### src/rtl/plc_sequencer.sv
// plc_sequencer: fetch/execute sequencer feeding the PLC ALU, running the program as a cyclic scan.
// Optional scan watchdog is compiled in when PLC_SEQ_WATCHDOG_EN is defined.
module plc_sequencer #(
    parameter int PC_W      = 8,
    parameter int WDT_LIMIT = 200
) (
    input  logic            clk,
    input  logic            rst,
    input  logic            run,
    output logic            prog_req,
    output logic [PC_W-1:0] prog_addr,
    input  logic            prog_ack,
    input  logic [15:0]     prog_data,
    output logic [4:0]      alu_op,
    output logic [7:0]      acc,
    output logic [7:0]      alu_in1,
    input  logic [7:0]      alu_result,
    output logic            scan_done,
    output logic            busy,
    output logic            wdt_fault
);

    typedef enum logic [1:0] {
        S_IDLE  = 2'd0,
        S_FETCH = 2'd1,
        S_EXEC  = 2'd2
    } state_t;

    state_t          r_state;
    state_t          w_state_next;
    logic [PC_W-1:0] r_pc;
    logic [PC_W-1:0] w_pc_next;
    logic [15:0]     r_ir;
    logic [7:0]      r_acc;
    logic            r_scan_done;
    logic            w_jz_taken;
    logic            w_eos_wrap;
    logic            w_acc_wr;
    logic            w_wdt_trip;
    logic            w_wdt_block;
    logic            w_unused_ir;

    // Ops whose ALU result is written back; every other op leaves acc alone.
    function automatic logic op_writes_acc(input logic [4:0] op);
        case (op)
            5'd0, 5'd1, 5'd2, 5'd3, 5'd4, 5'd5,
            5'd7, 5'd8, 5'd9, 5'd10, 5'd13: op_writes_acc = 1'b1;
            default:                        op_writes_acc = 1'b0;
        endcase
    endfunction

    // JZ tests the accumulator as it stands before this instruction's write-back.
    assign w_jz_taken  = r_ir[10] && (r_acc == 8'd0);
    assign w_eos_wrap  = r_ir[9] && !w_jz_taken;
    assign w_acc_wr    = op_writes_acc(r_ir[15:11]);
    assign w_unused_ir = r_ir[8];

    always_comb begin
        w_pc_next = r_pc + PC_W'(1);
        if (w_jz_taken) begin
            w_pc_next = PC_W'(r_ir[7:0]);
        end else if (w_eos_wrap) begin
            w_pc_next = '0;
        end
    end

    always_comb begin
        w_state_next = r_state;
        case (r_state)
            S_IDLE: begin
                if (run && !w_wdt_block) begin
                    w_state_next = S_FETCH;
                end
            end
            S_FETCH: begin
                if (prog_ack) begin
                    w_state_next = S_EXEC;
                end
            end
            S_EXEC: begin
                if (w_wdt_trip) begin
                    w_state_next = S_IDLE;
                end else if (run) begin
                    w_state_next = S_FETCH;
                end else begin
                    w_state_next = S_IDLE;
                end
            end
            default: w_state_next = S_IDLE;
        endcase
    end

    always_ff @(posedge clk) begin
        if (rst) begin
            r_state     <= S_IDLE;
            r_pc        <= '0;
            r_ir        <= '0;
            r_acc       <= '0;
            r_scan_done <= 1'b0;
        end else begin
            r_state     <= w_state_next;
            r_scan_done <= (r_state == S_EXEC) && w_eos_wrap;
            if ((r_state == S_FETCH) && prog_ack) begin
                r_ir <= prog_data;
            end
            if (r_state == S_EXEC) begin
                r_pc <= w_pc_next;
                if (w_acc_wr) begin
                    r_acc <= alu_result;
                end
            end
        end
    end

`ifdef PLC_SEQ_WATCHDOG_EN
    localparam int               WDT_W   = $clog2(WDT_LIMIT + 1);
    localparam logic [WDT_W-1:0] WDT_MAX = WDT_W'(WDT_LIMIT);

    logic [WDT_W-1:0] r_wdt_cnt;
    logic [WDT_W-1:0] w_wdt_cnt_inc;
    logic             r_wdt_fault;

    assign w_wdt_cnt_inc = r_wdt_cnt + WDT_W'(1);
    assign w_wdt_trip    = (r_state == S_EXEC) && !w_eos_wrap && (w_wdt_cnt_inc >= WDT_MAX);
    assign w_wdt_block   = r_wdt_fault;
    assign wdt_fault     = r_wdt_fault;

    // Once tripped, the fault holds the FSM in IDLE until reset.
    always_ff @(posedge clk) begin
        if (rst) begin
            r_wdt_cnt   <= '0;
            r_wdt_fault <= 1'b0;
        end else begin
            if (r_state == S_EXEC) begin
                r_wdt_cnt <= w_eos_wrap ? '0 : w_wdt_cnt_inc;
            end
            if (w_wdt_trip) begin
                r_wdt_fault <= 1'b1;
            end
        end
    end
`else
    logic w_unused_cfg;

    assign w_unused_cfg = (WDT_LIMIT > 0);
    assign w_wdt_trip   = 1'b0;
    assign w_wdt_block  = 1'b0;
    assign wdt_fault    = 1'b0;
`endif

    assign prog_req  = (r_state == S_FETCH);
    assign prog_addr = r_pc;
    assign alu_op    = r_ir[15:11];
    assign alu_in1   = r_ir[7:0];
    assign acc       = r_acc;
    assign scan_done = r_scan_done;
    assign busy      = (r_state != S_IDLE);

endmodule

### config.mk
export PLATFORM = sky130hd
export DESIGN_NAME = plc_sequencer
export DESIGN_NICKNAME = d
export VERILOG_FILES = /design/src/rtl/plc_sequencer.sv
export SDC_FILE = /design/constraint.sdc
export NUM_CORES = 1
export LEC_CHECK = 0
export CAP_MARGIN = 5
export CORE_MARGIN = 1
export CORE_UTILIZATION = 35
export DETAILED_ROUTE_END_ITERATION = 12
export GPL_ROUTABILITY_DRIVEN = 0
export PLACE_DENSITY = 0.71
export SLEW_MARGIN = 20
export SYNTH_ARGS = -nofsm -noshare
export SYNTH_HDL_FRONTEND = slang
export SYNTH_SLANG_ARGS = --single-unit
### constraint.sdc
create_clock -name clk -period 2.1 [get_ports clk]
set_input_delay 0.42 -clock clk [delete_from_list [all_inputs] [get_ports clk]]
set_output_delay 0.42 -clock clk [all_outputs]
set_load 0.05 [all_outputs]
Word level (Yosys, flattened, before mapping)
Memory sizes are Yosys's and may differ from the RTL's. A register that Yosys moved wholly into a read port is not among the register bits.
Index checks and enable logic that the tools add are counted.
- add/subtract/negate cells: 1
- eq/ne operators: 4
- mux-type cells: 9
- reduce and logical (&&, ||, !) cells: 10
- operators by type and width (cell ; count):
    8-bit two-way mux ; 2
    8-bit by 1-bit adder with 8-bit output, second input constant ; 1
    8-bit logical NOT ; 1
    4-bit two-way mux ; 2
    2-bit case mux with 3 select lines ; 1
    1-bit logical AND ; 4
    2-bit two-way mux ; 2
    2-bit AND reduction ; 2
    2-bit by 1-bit equality test with 1-bit output, second input constant ; 1
    2-bit equality test, second input constant ; 1
    2-bit logical NOT ; 1
    1-bit two-way mux ; 2
    2-bit by 1-bit inequality test with 1-bit output, second input constant ; 1
    2-bit inequality test, second input constant ; 1
    2-bit nonzero test ; 1
    1-bit logical NOT ; 1
- register bits after elaboration: 35
- ROM bits: 16
- input port bits: 28
- output and inout bits: 33
- word-level logic and storage cells: 30
- memories: 1
- memories (memory ; words ; width ; rd ports ; clocked after Yosys merged registers in ; wr ports ; RTL line ; text):
    (name not given) ; 16 ; 1 ; 1 ; 1 ; 0 ; 45 ; case (op)

Logic depth before layout (Yosys ltp)
Gate-level depths: netlist (run 1).
- depth after elaboration: 6
- mapped depth: 6
- depth with buffers taken out: 5

Worst setup path after synthesis (run 1)
OpenSTA, ideal clock, no wires.
- kind: register to register
- start point: register r_pc[0] (netlist: prog_addr[0])
- end point: register r_pc[6] (netlist: prog_addr[6])
- setup time: 80 ps
- arrival: 1814 ps
- data required time: 2020 ps
- setup slack: 206 ps
- cell stages (with the launch flop): 6
- buffers on the path: 0
- period minus slack after synthesis: 1894 ps
- cell sequence: dfxtp_1 -> ha_1 -> inv_1 -> or3_1 -> a211o_1 -> a211oi_2
- word-level cells in the longest chain between the ends: 3
- ends and longest elaborated chain (element ; RTL line ; text):
    start, declared ; 31 ; logic [PC_W-1:0] r_pc;
    start signal, assigned ; 107 ; r_pc <= w_pc_next;
    8-bit by 1-bit adder with 8-bit output ; 59 ; w_pc_next = r_pc + PC_W'(1);
    8-bit two-way mux ; 62 ; end else if (w_eos_wrap) begin
    8-bit two-way mux ; 60 ; if (w_jz_taken) begin
Every way passes these cells.
A chain may end at the register's enable or synchronous reset.

Worst setup path in the final report (run 1)
- start point: register r_pc[0] (netlist: prog_addr[0])
- end point: output prog_addr[0]
- RTL lines (element ; RTL line ; text):
    end, declared ; 11 ; output logic [PC_W-1:0] prog_addr,
No word-level cell between the ends.

==> flow_metrics.tcl, run 1 <==
set metrics [dict create \
    status "complete, no violations" \
    synthMuxAreaShare_pct 7.40 \
    synth_area_leader_cell "sky130_fd_sc_hd__dfxtp_1" \
    setup_ws_ns 0.121 \
    multiInputGateArea_um2 754 \
    floorplan.initialDensity_pct 36.8 \
    rsz0062_at_grt "no" \
    pin_count_of_the_biggest_net_entering_global_routing 24 \
    worst-slew-pin-transition_ns 0.525 \
    cts_tree "yes" \
    synth_compound_area_share_pct 13.0 \
    worst_setup_path_end_kind "output pin" \
    setup-tns-final_ns 0 \
    detail_route.wl_per_cell_um 12.4 \
    crit_path_buffers_inverters 1 \
    grt_first_pass_wirelength_um 6290 \
    die_x_um 70.1 \
    synth_edf_count 0 \
    dominantRegCellSynth "sky130_fd_sc_hd__dfxtp_1" \
    vdd.ir_drop.worst_uv 293 \
    critical-path-max-stage-delay_ns 0.84 \
    cts.clk_slew.worst_paths_ns 0.07 \
    ys_seq_elements 35 \
    clock_latency_at_the_later_pin_of_the_worst_skew_pair_ns 0.28 \
    power_per_cell_area_mw_per_mm2 659 \
    synth_largest_type_area_fraction_pct 43.2 \
    vias_per_cell 4.86 \
    number_of_cell_rows 24 \
    boundary_pins 61 \
    worst-endpoint-arrival_ns 1.56 \
    slew_headroom_pct 64.9 \
    setup_viol 0 \
    crit_fanout 7 \
    global_route.usage.total_pct 16.2 \
    whs_ns 0.465 \
    fin_crit_ns 1.98 \
    die_h_um 70.1 \
    fillers 432 \
    antenna_left 0 \
    insertedDiodeCount 0 \
    synth.lib_cells_used.distinct 37 \
    drtPass1Iterations 4 \
    fin_crit_sh_pct 94.3 \
    cpLargestDelayFamily "buffers and inverters" \
    dp_slack_ns 0.321 \
    io_buffer_count 58 \
    totalWireLength_um 3620 \
    worstPathRequired_ns 1.68 \
    finalClockSkew_ns 0.00624 \
    num_vias 1419 \
    fraction_of_synthesis_flops_using_an_asynchronous_set_or_reset_pin_pct 0 \
    dominant_combinational_cell_family_by_area_after_synthesis "simple AND/OR/NAND/NOR gates" \
    antenna_found_initial 0 \
    nets 268 \
    postSynthCellCount 192 \
    synth_xor_area_share_pct 1.62 \
    clock_tree.buffer_depth 2 \
    cap_viol_max_count 0 \
    synth-simple-area-share_pct 23.5 \
    max_freq_mhz 505 \
    clock_sink_count 35 \
    hold_viol 0 \
    synth.cells.most_frequent "sky130_fd_sc_hd__dfxtp_1, sky130_fd_sc_hd__nand2_1, sky130_fd_sc_hd__nor2_1" \
    core_mm2 0.00441 \
    most_common_cell_in_the_netlist "sky130_fd_sc_hd__dfxtp_1" \
    chain_of_cells_forming_the_critical_path "clkdlybuf4s50_1" \
    number_of_remaining_drc_errors 0 \
    report.final.slew_viol_count 0 \
    hold_buffers 0 \
    p_leak_nw 0.803 \
    area_delta_synth_final_pct 39.6 \
    finalNonFillerCells 292 \
    synth_nets 221 \
    fin_total_pwr_mw 1.49 \
    detailedRoute.firstIterationViolations 113 \
    final_layout_size_suffix_gt1_share_pct 7.92 \
    post_synth_main_area_contributors "sky130_fd_sc_hd__dfxtp_1, sky130_fd_sc_hd__mux2i_1, sky130_fd_sc_hd__nand2_1" \
    worstSetupPathType "reg -> out" \
    timing.hold.worst.class "reg -> reg" \
    cts.root.buffer_cell "sky130_fd_sc_hd__clkbuf_8" \
    ys_seq_area_share_pct 43.2 \
    dpl.cell_count 284 \
    crit_path_top_delay_cell "sky130_fd_sc_hd__clkdlybuf4s50_1" \
    syn_area_per_cell_um2 8.45 \
    ff_latch_area_um2 701 \
    h-tree-depth 2 \
    synth_fa_ha_area_share_pct 0.771 \
    post-dp-hpwl_um 2590 \
    yosys_warnings 0 \
    post_synth_instance_area_mm2 0.00162 \
    die_area_mm2 0.00491 \
    grt_overflow_total 0 \
    vias_in_the_first_global_route 1348 \
    start_kind "flop" \
    cts-buffers-inserted 5 \
]
==> report_power, final <==
group	switching (mW)	leakage [nW]	internal (mW)
Sequential	0.0201	0.284	0.685
Clock	0.233	0.0515	0.299
Combinational	0.143	0.467	0.113
Total	0.396	0.803	1.10
==> sequential cells by signal (all words and copies together) (netlist names), named ones only <==
| name | cells |
|---|---|
| acc | 8 |
| scan_done | 1 |
| r_state | 2 |
| r_ir | 15 |
| prog_addr | 8 |
==> final cells by class <==
type | instances | share of cell area (%)
Timing Repair Buffer | 66 | 28.3
Clock buffer | 8 | 4.42
Tap cell | 52 | 2.87
Multi-Input combinational cell | 130 | 33.3
Sequential cell | 35 | 30.9
Inverter | 1 | 0.166
==> final timing paths <==
kind	start	end	slack, ns	cells after the start
min	r_ir[10]$_SDFFE_PP0N_	r_ir[10]$_SDFFE_PP0N_	0.47	2
max reg2reg	prog_addr[0]$_SDFFE_PP0N_	prog_addr[6]$_SDFFE_PP0N_	0.46	5
max	prog_addr[0]$_SDFFE_PP0N_	prog_addr[0]	0.12	1
min reg2reg	r_ir[10]$_SDFFE_PP0N_	r_ir[10]$_SDFFE_PP0N_	0.47	2
==> cells by family after synthesis <==
logic type                 count (synthesis)
and+or+nand+nor                           81
DFF                                       35
AOI/OAI and AO/OA                         32
xor gates and xnor gates                   3
other                                      1
buffers and inverters                     27
adders and majority gates                  1
muxes                                     12
==> cells in the final DEF (no fill, tap or decap), types with 3 or more instances in the layout <==
| cell type | n |
|---|---|
| sky130_fd_sc_hd__dfxtp_1 | 35 |
| sky130_fd_sc_hd__clkdlybuf4s50_1 | 56 |
| sky130_fd_sc_hd__clkbuf_8 | 7 |
| sky130_fd_sc_hd__nand3_1 | 4 |
| sky130_fd_sc_hd__a21oi_1 | 16 |
| sky130_fd_sc_hd__mux2i_1 | 12 |
| sky130_fd_sc_hd__or3_1 | 7 |
| sky130_fd_sc_hd__nand3b_1 | 3 |
| sky130_fd_sc_hd__nand2_1 | 32 |
| sky130_fd_sc_hd__nor2_1 | 22 |
| sky130_fd_sc_hd__a311oi_1 | 5 |
| sky130_fd_sc_hd__buf_4 | 9 |
==> stage by stage <==
| stage | util, % | area, um2 |
|---|---|---|
| finish | 51.3 | 2260 |
| global route | 51.3 | 2260 |
| CTS | 51.2 | 2260 |
| detailed placement | 49.0 | 2160 |
| global placement | 49.0 | 2160 |
| floorplan | - | 1620 |
==> repair_timing <==
| item | 4_1_cts | 5_1_grt |
|---|---|---|
| hold endpoints to repair | 0 | 0 |
| buffers inserted | 0 | 0 |
| setup endpoints to repair | 0 | 1 |
| gates resized for setup | 0 | 1 |
==> metal layers <==
metal / wire length [um] / global-route usage [%] / part of all wire [%]
met3: 163 / 4.33 / 4.5
met2: 1720 / 25.5 / 47
met5: 0 / 0 / 0
met4: 27 / 5.78 / 0.75
met1: 1710 / 21.2 / 47
Note: power is estimated with default switching activity, not from simulation.
==> inputs of run 2 (changes only) <==
--- a/config.mk
+++ b/config.mk
@@ -5,12 +5,13 @@
 export SDC_FILE = /design/constraint.sdc
 export NUM_CORES = 1
 export LEC_CHECK = 0
+export ABC_AREA = 1
 export CAP_MARGIN = 5
 export CORE_MARGIN = 1
 export CORE_UTILIZATION = 35
 export DETAILED_ROUTE_END_ITERATION = 12
 export GPL_ROUTABILITY_DRIVEN = 0
-export PLACE_DENSITY = 0.71
+export PLACE_DENSITY = 0.7
 export SLEW_MARGIN = 20
 export SYNTH_ARGS = -nofsm -noshare
 export SYNTH_HDL_FRONTEND = slang
==> flow_metrics.tcl, run 2 <==
set metrics [dict create \
    status "complete, no violations" \
    cts.root.buffer_cell "sky130_fd_sc_hd__clkbuf_8" \
    worst-endpoint-arrival_ns 1.55 \
    power_per_cell_area_mw_per_mm2 643 \
    hold_viol 0 \
    die_area_mm2 0.00515 \
    p_int_mw 1.07 \
    yosys_warnings 0 \
    area_delta_synth_final_pct 36.4 \
    clock_sink_count 35 \
    hold_buffers 0 \
    worstPathRequired_ns 1.68 \
    die_x_um 71.8 \
    setup-tns-final_ns 0 \
    post_synth_main_area_contributors "sky130_fd_sc_hd__dfxtp_1, sky130_fd_sc_hd__nand2_1, sky130_fd_sc_hd__inv_1" \
    global_route.usage.total_pct 15.6 \
    most_common_cell_in_the_netlist "sky130_fd_sc_hd__nand2_1" \
    rsz0062_at_grt "no" \
    clock_power_share_pct 32.1 \
    floorplan.initialDensity_pct 36.3 \
    critical-path-max-stage-delay_ns 0.84 \
    final_layout_size_suffix_gt1_share_pct 7.24 \
    crit_fanout 7 \
    grt_first_pass_wirelength_um 6270 \
    core_mm2 0.00469 \
    insertedDiodeCount 0 \
    combinationalPowerShare_pct 20.3 \
    max_flop_register "r_ir" \
    max_freq_mhz 507 \
    die_h_um 71.8 \
    vias_per_cell 4.59 \
    hold_depth 2 \
    post-route-cell-area_mm2 0.00232 \
    dominantRegCellSynth "sky130_fd_sc_hd__dfxtp_1" \
    chain_of_cells_forming_the_critical_path "clkdlybuf4s50_1" \
    layout.cells.most_common "sky130_fd_sc_hd__clkdlybuf4s50_1" \
    fin_crit_sh_pct 94.0 \
    pin_count_of_the_biggest_net_entering_global_routing 18 \
    post-dp-hpwl_um 2820 \
    power_switching_mw 0.426 \
    report.final.slew_viol_count 0 \
    slew_headroom_pct 65.7 \
    detailedRoute.firstIterationViolations 106 \
    vias_in_the_first_global_route 1393 \
    sw_share_pct 28.5 \
    worst-r2r-setup-slack_ns 0.77 \
    most-common-layout-cells "sky130_fd_sc_hd__clkdlybuf4s50_1, sky130_fd_sc_hd__nand2_1, sky130_fd_sc_hd__dfxtp_1, sky130_fd_sc_hd__inv_1, sky130_fd_sc_hd__nor2_1" \
    postCtsResizedCells 0 \
    post_cts_buffers 0 \
    io_buffer_count 58 \
    cts.clk_slew.worst_paths_ns 0.07 \
    vdd.ir_drop.worst_uv 357 \
    p_leak_nw 0.988 \
    antenna_found_initial 0 \
    cts_tree "yes" \
    postSynthCellCount 241 \
    timing.hold.worst.class "reg -> reg" \
    fraction_of_synthesis_flops_using_an_asynchronous_set_or_reset_pin_pct 0 \
    worstSetupPathType "reg -> out" \
    synth_largest_type_area_fraction_pct 41.1 \
    clock_tree.buffer_depth 2 \
    part_of_the_total_power_dissipated_in_sequential_elements_pct 47.7 \
    reg2regPathDepth 5 \
    antenna_left 0 \
    rr_endpoint "prog_addr[6]$_SDFFE_PP0N_" \
    timing.hold.worst_endpoint "scan_done$_SDFF_PP0_" \
    hold_path.startpoint "r_ir[9]$_SDFFE_PP0N_" \
    number_of_cell_rows 25 \
    grt_overflow_total 0 \
    cap_viol_max_count 0 \
    h-tree-depth 2 \
    nets 319 \
    totalWireLength_um 3780 \
    finalNonFillerCells 344 \
    worstReg2RegStart "acc[0]$_SDFFE_PP0P_" \
    fin_crit_ns 1.97 \
    detailed_place.area_mm2 0.00223 \
    setup_viol 0 \
    num_vias 1579 \
    clock_latency_at_the_later_pin_of_the_worst_skew_pair_ns 0.28 \
    start_kind "flop" \
    cpLargestDelayFamily "buffers and inverters" \
    flip_flop_count_of_the_largest_register_all_copies_and_words_added 15 \
    finalClockSkew_ns 0.00593 \
    finish.utilization_pct 49.5 \
    worst-slew-pin-transition_ns 0.513 \
    boundary_pins 61 \
    dpl.cell_count 337 \
    crit_path_top_delay_cell "sky130_fd_sc_hd__clkdlybuf4s50_1" \
    cts-buffers-inserted 5 \
    drtPass1Iterations 4 \
    syn_area_per_cell_um2 7.07 \
    worst_setup_path_end_kind "output pin" \
    post_synth_instance_area_mm2 0.00170 \
    synth.lib_cells_used.distinct 26 \
    ys_seq_elements 35 \
    detail_route.wl_per_cell_um 11.0 \
    synth_area_leader_cell "sky130_fd_sc_hd__dfxtp_1" \
    synth_edf_count 0 \
    synth_nets 270 \
    fin_total_pwr_mw 1.49 \
    ys_seq_area_share_pct 41.1 \
    number_of_remaining_drc_errors 0 \
    crit_path_buffers_inverters 1 \
    synth.cells.most_frequent "sky130_fd_sc_hd__nand2_1, sky130_fd_sc_hd__dfxtp_1, sky130_fd_sc_hd__inv_1" \
]
-- run 2: changes by cell type after synthesis, moves of 3 or more --
cell,previous run,this run
sky130_fd_sc_hd__inv_1,1,30
sky130_fd_sc_hd__o21ai_0,2,21
sky130_fd_sc_hd__nand2_1,32,49
sky130_fd_sc_hd__nand3_1,4,20
sky130_fd_sc_hd__mux2i_1,12,0
sky130_fd_sc_hd__or3_1,7,0
sky130_fd_sc_hd__a21oi_1,16,21
sky130_fd_sc_hd__a311oi_1,5,0
sky130_fd_sc_hd__clkbuf_1,8,3
sky130_fd_sc_hd__nand3b_1,3,0
sky130_fd_sc_hd__nor2_1,22,25
-- run 2: area by class of cell --
class / instances / area (um2)
fill: 483 / 2370
multi-input combinational: 154 / 737
sequential: 35 / 701
timing repair buffer: 63 / 613
inverter: 31 / 116
clock buffer: 6 / 82.6
tap: 54 / 67.6
clock inverter: 1 / 5.00
-- run 2: layer usage --
layer / track usage (%) / part of all wire (%) / vias to the layer above
met3: 4.50 / 5.3 / 5
met5: 0 / 0 / -
met1: 20.1 / 47 / 686
li1: - / - / 843
met4: 6.10 / 1.2 / 0
met2: 24.5 / 46 / 45
-- run 2: power groups by stage --
stage	sequential (mW)	clock, mW	combinational, mW
after floorplan	0.757	0	0.170
after global placement	0.727	0	0.302
after detailed placement	0.726	0	0.304
after CTS	0.712	0.497	0.305
after global routing	0.715	0.520	0.327
final	0.712	0.479	0.303
-- run 2: cells by family (layout without fill, tap and decap cells) --
family          after synthesis  in the layout  synth area share [%]
xor+xnor                      2              2                  1.03
fa+ha+maj                     1              1                 0.735
buf+inv                      52            101                  15.6
flops                        35             35                  41.1
other cells                   1              1                 0.220
simple gates                106            106                  28.2
compound gates               44             44                  13.1
-- run 2: through the flow --
stage,hold slack (ns),worst slack [ns]
after floorplan,0.442,0.552
after global placement,0.455,0.394
after detailed placement,0.461,0.392
after CTS,0.470,0.114
after global routing,0.492,0.0825
final,0.468,0.126
-- run 2: worst max path at each step --
stage	from	to	slack, ns	cells after the start
after floorplan	prog_addr[0]$_SDFFE_PP0N_	prog_addr[6]$_SDFFE_PP0N_	0.55	6
after global placement	prog_ack	flop	0.39	7
after detailed placement	prog_ack	flop	0.39	7
after CTS	prog_addr[3]$_SDFFE_PP0N_	prog_addr[3]	0.11	1
after global routing	prog_addr[2]$_SDFFE_PP0N_	prog_addr[2]	0.08	1
final	prog_addr[3]$_SDFFE_PP0N_	prog_addr[3]	0.13	1
==> inputs of run 3 (changes only) <==
--- a/config.mk
+++ b/config.mk
@@ -7,11 +7,12 @@
 export LEC_CHECK = 0
 export ABC_AREA = 1
 export CAP_MARGIN = 5
+export CORE_ASPECT_RATIO = 0.5
 export CORE_MARGIN = 1
-export CORE_UTILIZATION = 35
+export CORE_UTILIZATION = 44
 export DETAILED_ROUTE_END_ITERATION = 12
 export GPL_ROUTABILITY_DRIVEN = 0
-export PLACE_DENSITY = 0.7
+export PLACE_DENSITY = 0.84
 export SLEW_MARGIN = 20
 export SYNTH_ARGS = -nofsm -noshare
 export SYNTH_HDL_FRONTEND = slang
==> flow_metrics.tcl, run 3 (same netlist as run 2, synthesis figures left out) <==
set metrics [dict create \
    final_layout_size_suffix_gt1_share_pct 6.90 \
    finalClockSkew_ns 0.00534 \
    fin_total_pwr_mw 1.56 \
    totalWireLength_um 3830 \
    max_freq_mhz 505 \
    setup-tns-final_ns 0 \
    h-tree-depth 2 \
    drtPass1Iterations 4 \
    max_flop_register "r_ir" \
    cap_viol_max_count 0 \
    postCtsResizedCells 0 \
    vias_in_the_first_global_route 1498 \
    finish.utilization_pct 65.2 \
    crit_path_top_delay_cell "sky130_fd_sc_hd__clkdlybuf4s50_1" \
    boundary_pins 61 \
    die_h_um 46.0 \
    nets 318 \
    cts.clk_slew.worst_paths_ns 0.07 \
    worst_setup_path_end_kind "output pin" \
    cpLargestDelayFamily "buffers and inverters" \
    worst-slew-pin-transition_ns 0.510 \
    flip_flop_count_of_the_largest_register_all_copies_and_words_added 15 \
    report.final.slew_viol_count 0 \
    dpl.cell_count 333 \
    dp_slack_ns 0.388 \
    die_x_um 90.0 \
    worstSetupPathType "reg -> out" \
    vdd.ir_drop.worst_uv 317 \
    crit_fanout 7 \
    detailed_place.area_mm2 0.00222 \
    slew_headroom_pct 65.9 \
    finalNonFillerCells 341 \
    vias_per_cell 4.87 \
    clock_sink_count 35 \
    antenna_found_initial 0 \
    grt_first_pass_wirelength_um 6320 \
    crit_path_buffers_inverters 1 \
    area_delta_synth_final_pct 36.4 \
    cts.root.buffer_cell "sky130_fd_sc_hd__clkbuf_8" \
    hold_viol 0 \
    start_kind "flop" \
    worst-endpoint-arrival_ns 1.56 \
    chain_of_cells_forming_the_critical_path "clkdlybuf4s50_1" \
    insertedDiodeCount 0 \
    floorplan.initialDensity_pct 47.8 \
    rsz0062_at_grt "no" \
    post_cts_buffers 0 \
    clock_latency_at_the_later_pin_of_the_worst_skew_pair_ns 0.29 \
    number_of_cell_rows 15 \
    core_mm2 0.00357 \
    num_vias 1661 \
    detailedRoute.firstIterationViolations 80 \
    post-dp-hpwl_um 2740 \
    most-common-layout-cells "sky130_fd_sc_hd__clkdlybuf4s50_1, sky130_fd_sc_hd__nand2_1, sky130_fd_sc_hd__dfxtp_1, sky130_fd_sc_hd__inv_1, sky130_fd_sc_hd__nor2_1" \
    worstPathRequired_ns 1.68 \
    number_of_remaining_drc_errors 0 \
    cts_tree "yes" \
    grt_overflow_total 0 \
    io_buffer_count 58 \
    power_per_cell_area_mw_per_mm2 670 \
    fin_crit_ns 1.98 \
    clock_tree.buffer_depth 2 \
    fillers 317 \
    cts-buffers-inserted 5 \
    detail_route.wl_per_cell_um 11.2 \
    setup_viol 0 \
    die_area_mm2 0.00414 \
    timing.hold.worst.class "reg -> reg" \
    status "complete, no violations" \
    critical-path-max-stage-delay_ns 0.84 \
    global_route.usage.total_pct 19.6 \
    pin_count_of_the_biggest_net_entering_global_routing 21 \
    post-route-cell-area_mm2 0.00232 \
    hold_buffers 0 \
    whs_ns 0.481 \
    p_leak_nw 0.987 \
    layout.cells.most_common "sky130_fd_sc_hd__clkdlybuf4s50_1" \
    setup_ws_ns 0.120 \
    fin_crit_sh_pct 94.3 \
    antenna_left 0 \
]
==> run 3: changes by cell type in the layout (fill, tap and decap cells not counted), sizes merged <==
| cell | delta |
|---|---|
| clkbuf | +2 |
| buf | -1 |
| clkinv | -1 |
==> run 3: area by class of cell <==
class	instances	area (um2)	share of cell area, %
tap	51	63.8	2.75
multi-input combinational	154	737	31.7
timing repair buffer	62	606	26.1
sequential	35	701	30.2
inverter	31	116	5.01
clock buffer	8	100	4.31
==> run 3: metal layers <==
layer | track usage, % | vias to the layer above | wire length (um)
met3 | 4.67 | 10 | 162
met5 | 0 | - | 0
met1 | 22.8 | 771 | 1700
met2 | 36.0 | 37 | 1880
met4 | 9.35 | 0 | 80
li1 | - | 843 | -
==> run 3: path summary, 6_finish.rpt <==
check                                 start  cells past startpoint  slack (ns)                   end
setup / recovery  prog_addr[3]$_SDFFE_PP0N_                      1        0.12          prog_addr[3]
hold / removal         r_ir[9]$_SDFFE_PP0N_                      2        0.48  scan_done$_SDFF_PP0_
setup reg to reg    r_state[1]$_SDFFE_PP0P_                      6        0.65   acc[0]$_SDFFE_PP0P_
hold reg to reg        r_ir[9]$_SDFFE_PP0N_                      2        0.48  scan_done$_SDFF_PP0_
==> run 3: power by group <==
group | switching (mW) | total [mW] | internal [mW]
Combinational | 0.185 | 0.304 | 0.119
Clock | 0.241 | 0.541 | 0.299
Sequential | 0.0215 | 0.712 | 0.690
